--- src/rtl/pkg_128b130b.sv ---
// Shared 128b/130b constants, block-state encoding and the 23-bit LFSR single-step function.
// Used by both scrambler and descrambler so the two ends stay bit-identical.
package pkg_128b130b;

  localparam logic [1:0]  HDR_DATA  = 2'b10;
  localparam logic [1:0]  HDR_OS    = 2'b01;

  localparam logic [7:0]  OS_SKP    = 8'hAA;
  localparam logic [7:0]  OS_EIEOS  = 8'h00;

  localparam int          LFSR_W    = 23;
  localparam int          BLK_BYTES = 16;

  // x^23+x^21+x^16+x^8+x^5+x^2+1, Galois form; the x^0 term is the feedback into bit 0
  localparam logic [LFSR_W-1:0] LFSR_TAPS         = 23'h210124;
  localparam logic [LFSR_W-1:0] LFSR_SEED_DEFAULT = 23'h1DBFBC;

  typedef enum logic [2:0] {
    ST_IDLE,
    ST_DATA,
    ST_OS,
    ST_SKP,
    ST_EIE
  } dsc_state_e;

  function automatic logic [LFSR_W-1:0] lfsr23_step(input logic [LFSR_W-1:0] s);
    logic fb;
    fb = s[LFSR_W-1];
    return {s[LFSR_W-2:0], fb} ^ ({LFSR_W{fb}} & LFSR_TAPS);
  endfunction

  function automatic logic hdr_invalid(input logic [1:0] hdr);
    return (hdr == 2'b00) || (hdr == 2'b11);
  endfunction

  // Malformed headers are treated as data so the LFSR keeps tracking the transmitter
  function automatic dsc_state_e classify_blk(input logic [1:0] hdr, input logic [7:0] byte0);
    dsc_state_e st;
    st = ST_DATA;
    if (hdr == HDR_OS) begin
      if (byte0 == OS_SKP) begin
        st = ST_SKP;
      end else if (byte0 == OS_EIEOS) begin
        st = ST_EIE;
      end else begin
        st = ST_OS;
      end
    end
    return st;
  endfunction

endpackage

--- src/rtl/lfsr23_byte.sv ---
// Combinational 8-step advance of the 23-bit lane LFSR plus the keystream byte it emits.
// Keystream bit i is the LFSR MSB before step i, so bit 0 pairs with the first serial bit.
module lfsr23_byte
  import pkg_128b130b::*;
(
  input  logic [LFSR_W-1:0] state_i,
  output logic [LFSR_W-1:0] state_o,
  output logic [7:0]        key_o
);

  logic [LFSR_W-1:0] s;
  logic [7:0]        key;

  always_comb begin
    s   = state_i;
    key = 8'h00;
    for (int i = 0; i < 8; i++) begin
      key[i] = s[LFSR_W-1];
      s      = lfsr23_step(s);
    end
  end

  assign state_o = s;
  assign key_o   = key;

endmodule

--- src/rtl/descrambler_23b.sv ---
// Receive-side 128b/130b descrambler: byte-serial blocks in, descrambled/passed-through bytes out.
// One registered stage; no back-pressure, rx_valid low simply stalls all state.
module descrambler_23b
  import pkg_128b130b::*;
#(
  parameter logic [22:0] SEED = LFSR_SEED_DEFAULT
) (
  input  logic       clk_1G,
  input  logic       rst_1G,
  input  logic [7:0] rx_data,
  input  logic       rx_valid,
  input  logic       rx_blk_start,
  input  logic [1:0] rx_sync_hdr,
  output logic [7:0] dsc_data,
  output logic       dsc_valid,
  output logic       dsc_blk_start,
  output logic       dsc_os,
  output logic       err_hdr,
  output logic       err_align
);

  dsc_state_e        state_q, state_d;
  logic [3:0]        cnt_q, cnt_d;
  logic [LFSR_W-1:0] lfsr_q, lfsr_d;

  logic [7:0]        data_q, data_d;
  logic              vld_q, vld_d;
  logic              bstart_q, bstart_d;
  logic              os_q, os_d;
  logic              eh_q, eh_d;
  logic              ea_q, ea_d;

  logic [LFSR_W-1:0] lfsr_adv;
  logic [7:0]        key;

  dsc_state_e        cur_st;
  logic              take;
  logic              last;

  lfsr23_byte u_lfsr (
    .state_i (lfsr_q),
    .state_o (lfsr_adv),
    .key_o   (key)
  );

  // The LFSR only moves on accepted bytes and never looks at received data
  always_comb begin
    state_d  = state_q;
    cnt_d    = cnt_q;
    lfsr_d   = lfsr_q;
    data_d   = 8'h00;
    vld_d    = 1'b0;
    bstart_d = 1'b0;
    os_d     = 1'b0;
    eh_d     = 1'b0;
    ea_d     = 1'b0;
    cur_st   = state_q;
    take     = 1'b0;
    last     = 1'b0;

    if (rx_valid) begin
      if (rx_blk_start) begin
        // Any non-idle state means 1..15 bytes already seen: abandon that block
        cur_st   = classify_blk(rx_sync_hdr, rx_data);
        take     = 1'b1;
        bstart_d = 1'b1;
        eh_d     = hdr_invalid(rx_sync_hdr);
        ea_d     = (state_q != ST_IDLE);
        state_d  = cur_st;
        cnt_d    = 4'd1;
      end else if (state_q != ST_IDLE) begin
        take = 1'b1;
        if (cnt_q == 4'(BLK_BYTES - 1)) begin
          last    = 1'b1;
          state_d = ST_IDLE;
          cnt_d   = 4'd0;
        end else begin
          cnt_d = cnt_q + 4'd1;
        end
      end
    end

    if (take) begin
      vld_d = 1'b1;
      os_d  = (cur_st != ST_DATA);
      case (cur_st)
        ST_DATA: begin
          data_d = rx_data ^ key;
          lfsr_d = lfsr_adv;
        end
        ST_OS: begin
          data_d = rx_data;
          lfsr_d = lfsr_adv;
        end
        ST_SKP: begin
          data_d = rx_data;
        end
        ST_EIE: begin
          data_d = rx_data;
          lfsr_d = last ? SEED : lfsr_adv;
        end
        default: begin
          data_d = rx_data;
        end
      endcase
    end
  end

  always_ff @(posedge clk_1G) begin
    if (rst_1G) begin
      state_q  <= ST_IDLE;
      cnt_q    <= 4'd0;
      lfsr_q   <= SEED;
      data_q   <= 8'h00;
      vld_q    <= 1'b0;
      bstart_q <= 1'b0;
      os_q     <= 1'b0;
      eh_q     <= 1'b0;
      ea_q     <= 1'b0;
    end else begin
      state_q  <= state_d;
      cnt_q    <= cnt_d;
      lfsr_q   <= lfsr_d;
      data_q   <= data_d;
      vld_q    <= vld_d;
      bstart_q <= bstart_d;
      os_q     <= os_d;
      eh_q     <= eh_d;
      ea_q     <= ea_d;
    end
  end

  assign dsc_data      = data_q;
  assign dsc_valid     = vld_q;
  assign dsc_blk_start = bstart_q;
  assign dsc_os        = os_q;
  assign err_hdr       = eh_q;
  assign err_align     = ea_q;

endmodule
--- config.mk ---
export PLATFORM = sky130hd
export DESIGN_NAME = descrambler_23b
export DESIGN_NICKNAME = d
export VERILOG_FILES = /design/src/rtl/pkg_128b130b.sv /design/src/rtl/lfsr23_byte.sv /design/src/rtl/descrambler_23b.sv
export SDC_FILE = /design/constraint.sdc
export NUM_CORES = 1
export LEC_CHECK = 0
export BUFFER_PORTS_ARGS = -buffer_cell sky130_fd_sc_hd__buf_2
export CAP_MARGIN = 20
export CORE_UTILIZATION = 50
export CTS_CLUSTER_DIAMETER = 200
export DETAILED_ROUTE_END_ITERATION = 6
export PLACE_DENSITY = 0.72
export SYNTH_ARGS = -nofsm -noshare
export SYNTH_HDL_FRONTEND = slang
export SYNTH_SLANG_ARGS = --single-unit
--- constraint.sdc ---
create_clock -name clk_1G -period 2.15 [get_ports clk_1G]
set_clock_uncertainty 0.1 [all_clocks]
set_input_delay 0.1075 -clock clk_1G [delete_from_list [all_inputs] [get_ports clk_1G]]
set_output_delay 0.1075 -clock clk_1G [all_outputs]
set_load 0.01 [all_outputs]
**Yosys cells after proc, flatten, opt, wreduce, memory -nomap -nowiden**

Cells that the tools add are included.
W data, S select, Z words.

- Register bits after elaboration: 43
- Bits in latches: 0
- Bits in writable memories: 0
- Memory bits (read-only): 0
- Output and inout port bits: 13
- Memories: 0

- $add $sub $neg: 1
- Multiply operators: 0
- Div/mod/pow operators: 0
- $lt $le $gt $ge: 0
- Eq/ne operators: 8
- Shift-type cells: 0
- Muxes and demuxes: 23
- Bitwise gates (word level): 12
- Reductions and logical operators: 14

Operator list:

| operator | number |
|---|---|
| $xor A23 B22 Y23 | 8 |
| $pmux W23 S2 | 1 |
| $mux W3 | 8 |
| $mux W23 | 1 |
| $mux W4 | 3 |
| $mux W1 | 9 |
| $eq A8 B8 Y1 const B | 1 |
| $logic_not A8 Y1 | 1 |
| $mux W8 | 1 |
| $xor A8 B8 Y8 | 1 |
| $reduce_bool A2 Y1 | 3 |
| $reduce_or A2 Y1 | 3 |
| $add A4 B1 Y4 const B | 1 |
| $eq A4 B4 Y1 const B | 1 |
| $reduce_and A2 Y1 | 2 |
| $eq A3 B1 Y1 const B | 1 |
| $eq A3 B2 Y1 const B | 1 |
| $eq A3 B3 Y1 const B | 1 |
| $ne A3 B1 Y1 const B | 1 |
| $not A1 Y1 | 3 |
| $reduce_and A3 Y1 | 1 |
| $reduce_bool A3 Y1 | 1 |
| $reduce_or A3 Y1 | 1 |
| $eq A2 B1 Y1 const B | 1 |
| other kinds (3) | 3 |

**Logic depth before layout (Yosys ltp)**

Gate-level depths: netlist of run 1.

- Depth after elaboration: 10
- Depth in mapped cells: 8

**Modules after synthesis**

Synthesis of run 1 repeated with hierarchy kept, for this count alone.

- Cell total of the unflattened synthesis: 215
- Area, all modules: 2,187.1 µm²

Modules (own cells, without submodules):

| module | times used | cells each | area an instance (µm²) |
|---|---|---|---|
| descrambler_23b | 1 | 173 | 1,752.9 |
| lfsr23_byte | 1 | 42 | 434.2 |

**Worst setup path after synthesis of run 1**

Ideal clock, no wire load.

- Path type: reg-to-reg
- Start point: register cnt_q[0]
- End point: register lfsr_q[2]
- Arrival time: 1,646 ps
- Setup slack: 337 ps
- Stages on the path, launching flop included: 7
- Buffers on the path: 0
- Clock period less this slack: 1,813 ps
- Cells stage by stage: dfxtp_1 ha_1 nand3_1 or2_4 or4_4 and3_1 o21ai_2

- Longest elaborated chain between the ends: 7

Ends and longest elaborated chain:

| item | RTL line | RTL |
|---|---|---|
| from (decl) | descrambler_23b.sv:23 | `logic [3:0] cnt_q, cnt_d;` |
| from (signal assigned) | descrambler_23b.sv:122 | `cnt_q <= cnt_d;` |
| $eq A4 B4 Y1 | descrambler_23b.sv:73 | `if (cnt_q == 4'(BLK_BYTES - 1)) begin` |
| $mux W1 | descrambler_23b.sv:73 |  |
| $mux W1 | descrambler_23b.sv:71 | `end else if (state_q != ST_IDLE) begin` |
| $mux W1 | descrambler_23b.sv:62 | `if (rx_blk_start) begin` |
| $mux W1 | descrambler_23b.sv:61 | `if (rx_valid) begin` |
| $mux W23 | descrambler_23b.sv:100 | `lfsr_d = last ? SEED : lfsr_adv;` |
| $pmux W23 S2 | descrambler_23b.sv:86 | `case (cur_st)` |
| to (signal assigned) | descrambler_23b.sv:123 | `lfsr_q <= lfsr_d;` |
| to (decl) | descrambler_23b.sv:24 | `logic [LFSR_W-1:0] lfsr_q, lfsr_d;` |

Every way passes these cells.
A chain may end at the register's enable or synchronous reset.

**Final worst setup path of run 1**

- Start point: input port rx_data[0]
- End point: register lfsr_q[9]

- Longest elaborated chain between the ends: 10
- Elaborated cells between the ends (all ways): 14
- Those cells by class: 4 x eq/ne; 6 x mux; 4 x reduce/logical

Ends and longest elaborated chain:

| item | RTL line | RTL |
|---|---|---|
| from (decl) | descrambler_23b.sv:10 | `input logic [7:0] rx_data,` |
| $logic_not A8 Y1 | pkg_128b130b.sv:43 | `end else if (byte0 == OS_EIEOS) begin` |
| $mux W3 | pkg_128b130b.sv:43 |  |
| $mux W3 * | pkg_128b130b.sv:41 | `if (byte0 == OS_SKP) begin` |
| $mux W3 * | pkg_128b130b.sv:40 | `if (hdr == HDR_OS) begin` |
| $mux W3 * | descrambler_23b.sv:62 |  |
| $mux W3 * | descrambler_23b.sv:61 |  |
| $eq A3 B1 Y1 or $eq A3 B2 Y1 (tied branches) | descrambler_23b.sv:86 |  |
| $reduce_or A2 Y1 (no source line) | -- |  |
| $reduce_bool A2 Y1 (no source line) | -- |  |
| $reduce_and A2 Y1 (no source line) | -- |  |

Every way passes the cells marked *; elsewhere a longest branch is shown, timed or not.

==> run metrics, run 1 <==
initial drt markers 90; setup violators final 0; PortBufs 26; number of CTS-inserted buffers 5; All-Layer GR Usage between 20% and 30%; drt wl/cell roughly 13 µm; CP Data Arrival Time approximately 2100 ps; total die area 4520 µm²; mux cell area share after synthesis about 1.1%; first-pass GRT wire length approximately 6900 µm; Max Fclk roughly 0.50 GHz; vias per cell ~5.3; Hold WS 63.8 ps; Die W between 60 and 70 µm; register area share after synthesis 40.5%; Pint about 0.0021 W; Net Switching between 0.001 and 0.0015 W; unrepaired setup endpoints after global routing false; Post-CTS Setup Inserts 0; Worst Path Required 2200 ps; max_cap viols 0; combinational power share between 40% and 50%; vias post-DR approximately 1700; Least-Margin Pin Slew 649 ps; Pleak 0.999 nW; Net Count, Synth ~250; row count 23; Final #Nets roughly 280; # fillers roughly 340; Final ANT Viol Nets 0; outcome finished clean; GP Congestion 0.876; simple-gate share of the synthesized area a little over a fifth; worst relative slew slack a little under three fifths; clk_lat worst skew ~300 ps; Post-route DRC 0; Ports 27; Detailed Route WL about 4200 µm; core area around 4000 µm²; Post-Syn Area approximately 2100 µm²; Startpoint Class input port; layout cells sized above 1 a little over a fifth; Antenna diodes 0; clock slew at reported path FFs 90 ps; Post-Syn Area per Cell approximately 9.2 µm²; worst vdd ir around 0.72 mV; grt ovf 0; vias in the first global route 1500; CTS tree done; post-CTS sizing 0; Fin Setup TNS 0 ps; Sink Count 43; Fin. Hold Viols 0; crit share post-route slightly above 90%; Hold WC Path Type input port to flip-flop; Chip Height 67.2 µm; antenna violations before repair 0; Clock power frac roughly a fifth; Root Driver clkbuf_8; Synth Register Bits 43; pin count of the biggest net entering global routing 22; Clock Path Buffers 2; DPL Wire Length around 2800 µm; Post-Synthesis Cells 230; power per cell area 1290 nW/µm²; Syn-to-layout area delta 18.6%; Critical Path End Type flip-flop; Post-Synth XOR/XNOR Area 20.9%; kind of critical path input port to flip-flop; sequential power share between 30% and 40%; Period minus WS final approximately 2000 ps; compound-gate portion of the synthesized area about an eighth; reg-to-reg slack, setup about 170 ps; Starting Density a little over half; largest family of logic cells by synthesized area simple AND/OR/NAND/NOR gates; First-pass DRT Iterations 4; H-tree depth 2; YS warnings 0; sw frac between 30% and 40%; Critical Path Fanout Max 21; post-synthesis adder-cell area fraction 1.18%; Yosys cell types 44; max-slew violations 0
==> layout make-up <==
| type | instances | area, µm² | share of cell area [%] |
|---|---|---|---|
| clock buffer | 6 | 82.6 | 3.27 |
| inverter | 4 | 15.0 | 0.595 |
| tap | 50 | 62.6 | 2.48 |
| clock inverter | 2 | 38.8 | 1.54 |
| timing repair buffer | 43 | 278 | 11.0 |
| multi-input combinational | 170 | 1190 | 47.0 |
| sequential | 43 | 861 | 34.1 |
==> cell families (layout without fill, tap and decap cells) <==
| logic type | Yosys count | in the layout |
|---|---|---|
| compound gates | 38 | 38 |
| xor+xnor | 43 | 43 |
| fa+ha+maj | 2 | 2 |
| buf+inv | 17 | 55 |
| flops | 43 | 43 |
| mux | 1 | 1 |
| simple gates | 86 | 86 |
==> state kept, by name, indices dropped and copies added, names as in the netlist <==
register	count
dsc_data	8
dsc_os	1
state_q	3
dsc_blk_start	1
lfsr_q	23
dsc_valid	1
err_align	1
err_hdr	1
cnt_q	4
==> path summary, 6_finish.rpt <==
check,to,cells past startpoint,from
worst max-delay path,lfsr_q[9],7,rx_data[0]
worst min-delay path,err_hdr,3,rx_sync_hdr[0]
worst max register to register,dsc_data[4],6,state_q[0]
worst min register to register,lfsr_q[1],2,lfsr_q[1]
==> critical path: stages <==
cell and delay (ps):
dlygate4sd3_1 530, buf_2 140, nor4_2 370, nand4_1 190, o211a_1 410, nor3_1 240, a41oi_1 60
==> power groups by stage <==
| stage | registers, W | clock network (W) | logic (W) |
|---|---|---|---|
| 6_report | 0.00107 | 0.000673 | 0.00150 |
| 5_1_grt | 0.00109 | 0.000716 | 0.00166 |
| 4_1_cts | 0.00107 | 0.000684 | 0.00151 |
| 3_5_place_dp | 0.00109 | 0 | 0.00149 |
| 3_3_place_gp | 0.00109 | 0 | 0.00149 |
| 2_1_floorplan | 0.00107 | 0 | 0.00125 |
==> metal layers <==
| layer | wire length (µm) | up-vias | GRT usage (%) |
|---|---|---|---|
| met2 | 1860 | 46 | 33.5 |
| li1 | - | 863 | - |
| met3 | 186 | 12 | 3.55 |
| met1 | 2070 | 750 | 27.0 |
| met4 | 76 | 0 | 7.18 |
| met5 | 0 | - | 0 |
==> per-stage QoR <==
stage	cells	worst slack (ps)	total power (W)	area, µm²	utilization [%]
6_report	318	152	0.00324	2520	62.6
3_3_place_gp	302	214	0.00257	2320	57.6
5_1_grt	318	43.0	0.00346	2520	62.6
3_5_place_dp	302	178	0.00258	2320	57.6
4_1_cts	318	157	0.00327	2520	62.6
2_1_floorplan	230	337	0.00232	2130	-
==> cell usage after synthesis <==
master	count	area, µm²
a2111oi_0	1	8.76
a21oi_1	14	70.1
a311oi_1	1	8.76
a31oi_1	1	6.26
a32o_1	2	20.0
a41oi_1	1	8.76
and2_1	1	6.26
and3_1	2	12.5
and4_1	1	8.76
buf_2	4	20.0
buf_4	3	22.5
clkbuf_1	6	22.5
dfxtp_1	43	861
ha_1	2	25.0
inv_1	4	15.0
mux2i_4	1	22.5
nand2_1	13	48.8
nand3_1	8	40.0
nand4_1	2	12.5
nor2_1	26	97.6
nor2b_1	5	31.3
nor3_1	17	85.1
nor3b_1	2	15.0
nor4_1	1	6.26
nor4_2	1	12.5
nor4_4	1	21.3
o211a_1	1	10.0
o211ai_1	1	7.51
o21a_1	1	7.51
o21ai_0	11	55.1
o21ai_1	1	5.00
o21ai_2	1	8.76
o31a_2	1	10.0
o31ai_4	1	21.3
or2_4	1	8.76
or2b_1	1	7.51
or3_1	2	12.5
or3b_2	1	8.76
or4_4	1	11.3
xnor2_1	25	219
xnor2_4	1	27.5
xnor3_2	2	47.6
xor2_1	14	123
xor2_4	1	27.5
==> cells in the final DEF (no fill, tap or decap), types with 2 or more instances in the layout <==
master,instances
nand4_1,2
o21ai_0,11
xor2_1,14
ha_1,2
xnor2_1,25
nand2_1,13
xnor3_2,2
nand3_1,8
and3_1,2
a21oi_1,14
nor2_1,26
inv_1,4
buf_4,9
or3_1,2
clkbuf_8,6
buf_2,26
dfxtp_1,43
a32o_1,2
nor3b_1,2
nor2b_1,5
nor3_1,17
dlygate4sd3_1,8
==> repair_timing <==
action	CTS	global route
endpoints found under the hold margin	8	0
hold buffers	8	0
setup endpoints to repair	0	0
Power figures use the tool's default switching activity.
==> run 2: changes to the inputs <==
--- a/config.mk
+++ b/config.mk
@@ -7,10 +7,12 @@
 export LEC_CHECK = 0
 export BUFFER_PORTS_ARGS = -buffer_cell sky130_fd_sc_hd__buf_2
 export CAP_MARGIN = 20
+export CORE_MARGIN = 2
 export CORE_UTILIZATION = 50
 export CTS_CLUSTER_DIAMETER = 200
 export DETAILED_ROUTE_END_ITERATION = 6
 export PLACE_DENSITY = 0.72
+export REMOVE_ABC_BUFFERS = 1
 export SYNTH_ARGS = -nofsm -noshare
 export SYNTH_HDL_FRONTEND = slang
 export SYNTH_SLANG_ARGS = --single-unit
==> run 2 against run 1 <==
Compared with the run above:
- clock-buffer cell count unchanged
- non-clock buffer count unchanged
- cell area fell by 1.0%
- wire length decreased by 0.60%
- first-iteration DRC count is 7.8% lower
- power down 4.8%
- flip-flop and latch count stayed put
- largest cell class unchanged
- worst hold slack lost 54 ps
- global-route usage shrank 2.2 points
- core utilization down 1.1 points
- critical path depth fell by 1
- highest routed layer unchanged
==> run metrics, run 2 (synthesis gave the netlist of run 1 again) <==
outcome finished clean; layout cells sized above 1 21.3% (+0.37 points); Syn-to-layout area delta 17.4%; CTS tree done; number of CTS-inserted buffers 5 (unchanged); HP Start rx_data[3]; # fillers 343 (+1.2%); row count 23 (unchanged); Clock Path Buffers 2 (unchanged); final std cells w/o fill 318 (unchanged); Startpoint Class flip-flop; Antenna diodes 0 (unchanged); Fin Setup TNS 0 ps (unchanged); RR Endpoint dsc_data[4]; Critical Path Fanout Max 9 (-57%); cell count after placement 303 (+0.33%); Worst Path Required 2230 ps (+30 ps); crit share post-route 92.6% (-0.35 points); max_cap viols 0 (unchanged); start of the worst register-to-register path state_q[0]; sw frac 37.0% (+1.8 points); Hold EP dsc_data[3]; Period minus WS final 1990 ps (-7.53 ps); antenna violations before repair 0 (unchanged); grt ovf 0 (unchanged); Hold WC Path Type input port to flip-flop; Ports 27 (unchanged); vias per cell 5.16 (-1.9%); worst vdd ir 0.656 mV (-8.6%); Least-Margin Pin Slew 504 ps (-145 ps); Pleak 0.974 nW (-2.5%); Largest Register lfsr_q; Pint 0.00195 W (-7.3%); vias post-DR 1640 (-1.9%); sequential power share 34.7% (+1.7 points); All-Layer GR Usage 18.3% (-2.2 points); DPL Wire Length 2860 µm (+2.4%); Starting Density 52.4% (-0.37 points); Root Driver clkbuf_8; commonest non-fill, non-tap cell in the layout dfxtp_1; combinational power share 49.1% (+2.8 points); GP Congestion 0.904 (+3.2%); most frequent cells in the layout dfxtp_1, nor2_1, buf_2; unrepaired setup endpoints after global routing false; max-slew violations 0 (unchanged); Sink Count 43 (unchanged); drt wl/cell 13.1 µm (-0.60%); Net Switching 0.00114 W (about the same); kind of critical path flip-flop to flip-flop; Final ANT Viol Nets 0 (unchanged); H-tree depth 2 (unchanged); Final #Nets 283 (unchanged); core area 4060 µm² (+0.71%); setup violators final 0 (unchanged); Die W 69.2 µm (+3.0%); vias in the first global route 1491 (-0.60%); Fin. Hold Viols 0 (unchanged); pin count of the biggest net entering global routing 22 (unchanged); Clock power frac 16.3% (-4.4 points); First-pass DRT Iterations 4 (unchanged); Critical Path End Type flip-flop; R2R cell count 6 (unchanged); Post-route DRC 0 (unchanged); clk_lat worst skew 290 ps (about the same); max reg flops 23 (unchanged); worst relative slew slack 66.3% (+9.6 points); Post-CTS Setup Inserts 0 (unchanged); Hold Path Cell Cnt 3 (unchanged); clock slew at reported path FFs 80 ps (about the same); Detailed Route WL 4170 µm (-0.60%); Max Fclk 0.502 GHz (+0.38%); initial drt markers 83 (-7.8%); total die area 4790 µm² (+6.0%); power per cell area 1240 nW/µm² (-3.8%); CP Data Arrival Time 2070 ps (+20 ps); PortBufs 26 (unchanged); Chip Height 69.2 µm (+3.0%); reg-to-reg slack, setup 160 ps (about the same); first-pass GRT wire length 7080 µm (+2.7%)
## run 2: changes by cell type in the layout (fill, tap and decap cells not counted), sizes merged
cell / delta
buf: +1
bufinv: -1
clkinv: +1
clkinvlp: +1
dlygate4sd3: -1
inv: -1
## run 2: final cells by class
cell class,instances,area [µm²],area share [%]
clock buffers,6,72.6,2.91
clock inverters,2,12.5,0.501
inverters,4,15.0,0.601
multi-input cells,170,1190,47.5
flip-flops and latches,43,861,34.5
well taps,50,62.6,2.51
repair buffers,43,288,11.5
## run 2: timing repair
| item | CTS | global route |
|---|---|---|
| gates resized for setup | 0 | 1 |
| hold buffers | 7 | 0 |
| endpoints found under the setup margin | 0 | 17 |
| hold endpoints to repair | 7 | 0 |
## run 2: worst max-delay path by stage
stage,start,end,depth (start not counted)
final,state_q[0],dsc_data[4],6
after global routing,rx_data[2],lfsr_q[10],8
after CTS,rx_data[0],lfsr_q[9],7
after detailed placement,state_q[0],dsc_data[2],6
after global placement,state_q[1],lfsr_q[2],5
after floorplan,state_q[0],lfsr_q[17],5
## run 2: power groups by stage
stage	Sequential, W	Clock [W]	Combinational (W)
2_1_floorplan	0.00110	0	0.00119
3_3_place_gp	0.00109	0	0.00149
3_5_place_dp	0.00109	0	0.00150
4_1_cts	0.00107	0.000512	0.00152
5_1_grt	0.00109	0.000552	0.00166
6_report	0.00107	0.000503	0.00152
## run 2: metal layers
metal	routed length, µm	share of wire [%]	vias to the layer above	GRT usage (%)
met5	0	0	-	0
met4	42	1.0	0	5.45
met3	222	5.3	4	6.25
met2	1920	46	41	28.2
met1	1980	48	740	24.2
li1	-	-	855	-
## run 2: worst max-delay path, cell delays in order, from the launching register on
cell and delay (ps):
dfxtp_1 470, buf_4 190, or3b_2 470, mux2i_4 260, nor2b_1 200, xnor2_1 130
nor2_1 50
## run 2: per-stage QoR
step                      cell area [µm²]  setup WS (ps)  hold slack, ps  power [W]  util (%)
final                                2500            160            9.88    0.00309      61.5
after global routing                 2500           13.6            25.1    0.00331      61.5
after CTS                            2500            120            7.74    0.00311      61.5
after detailed placement             2340            188             288    0.00259      57.7
after global placement               2340            234             286    0.00257      57.7
after floorplan                      2060           -131            76.6    0.00229         -
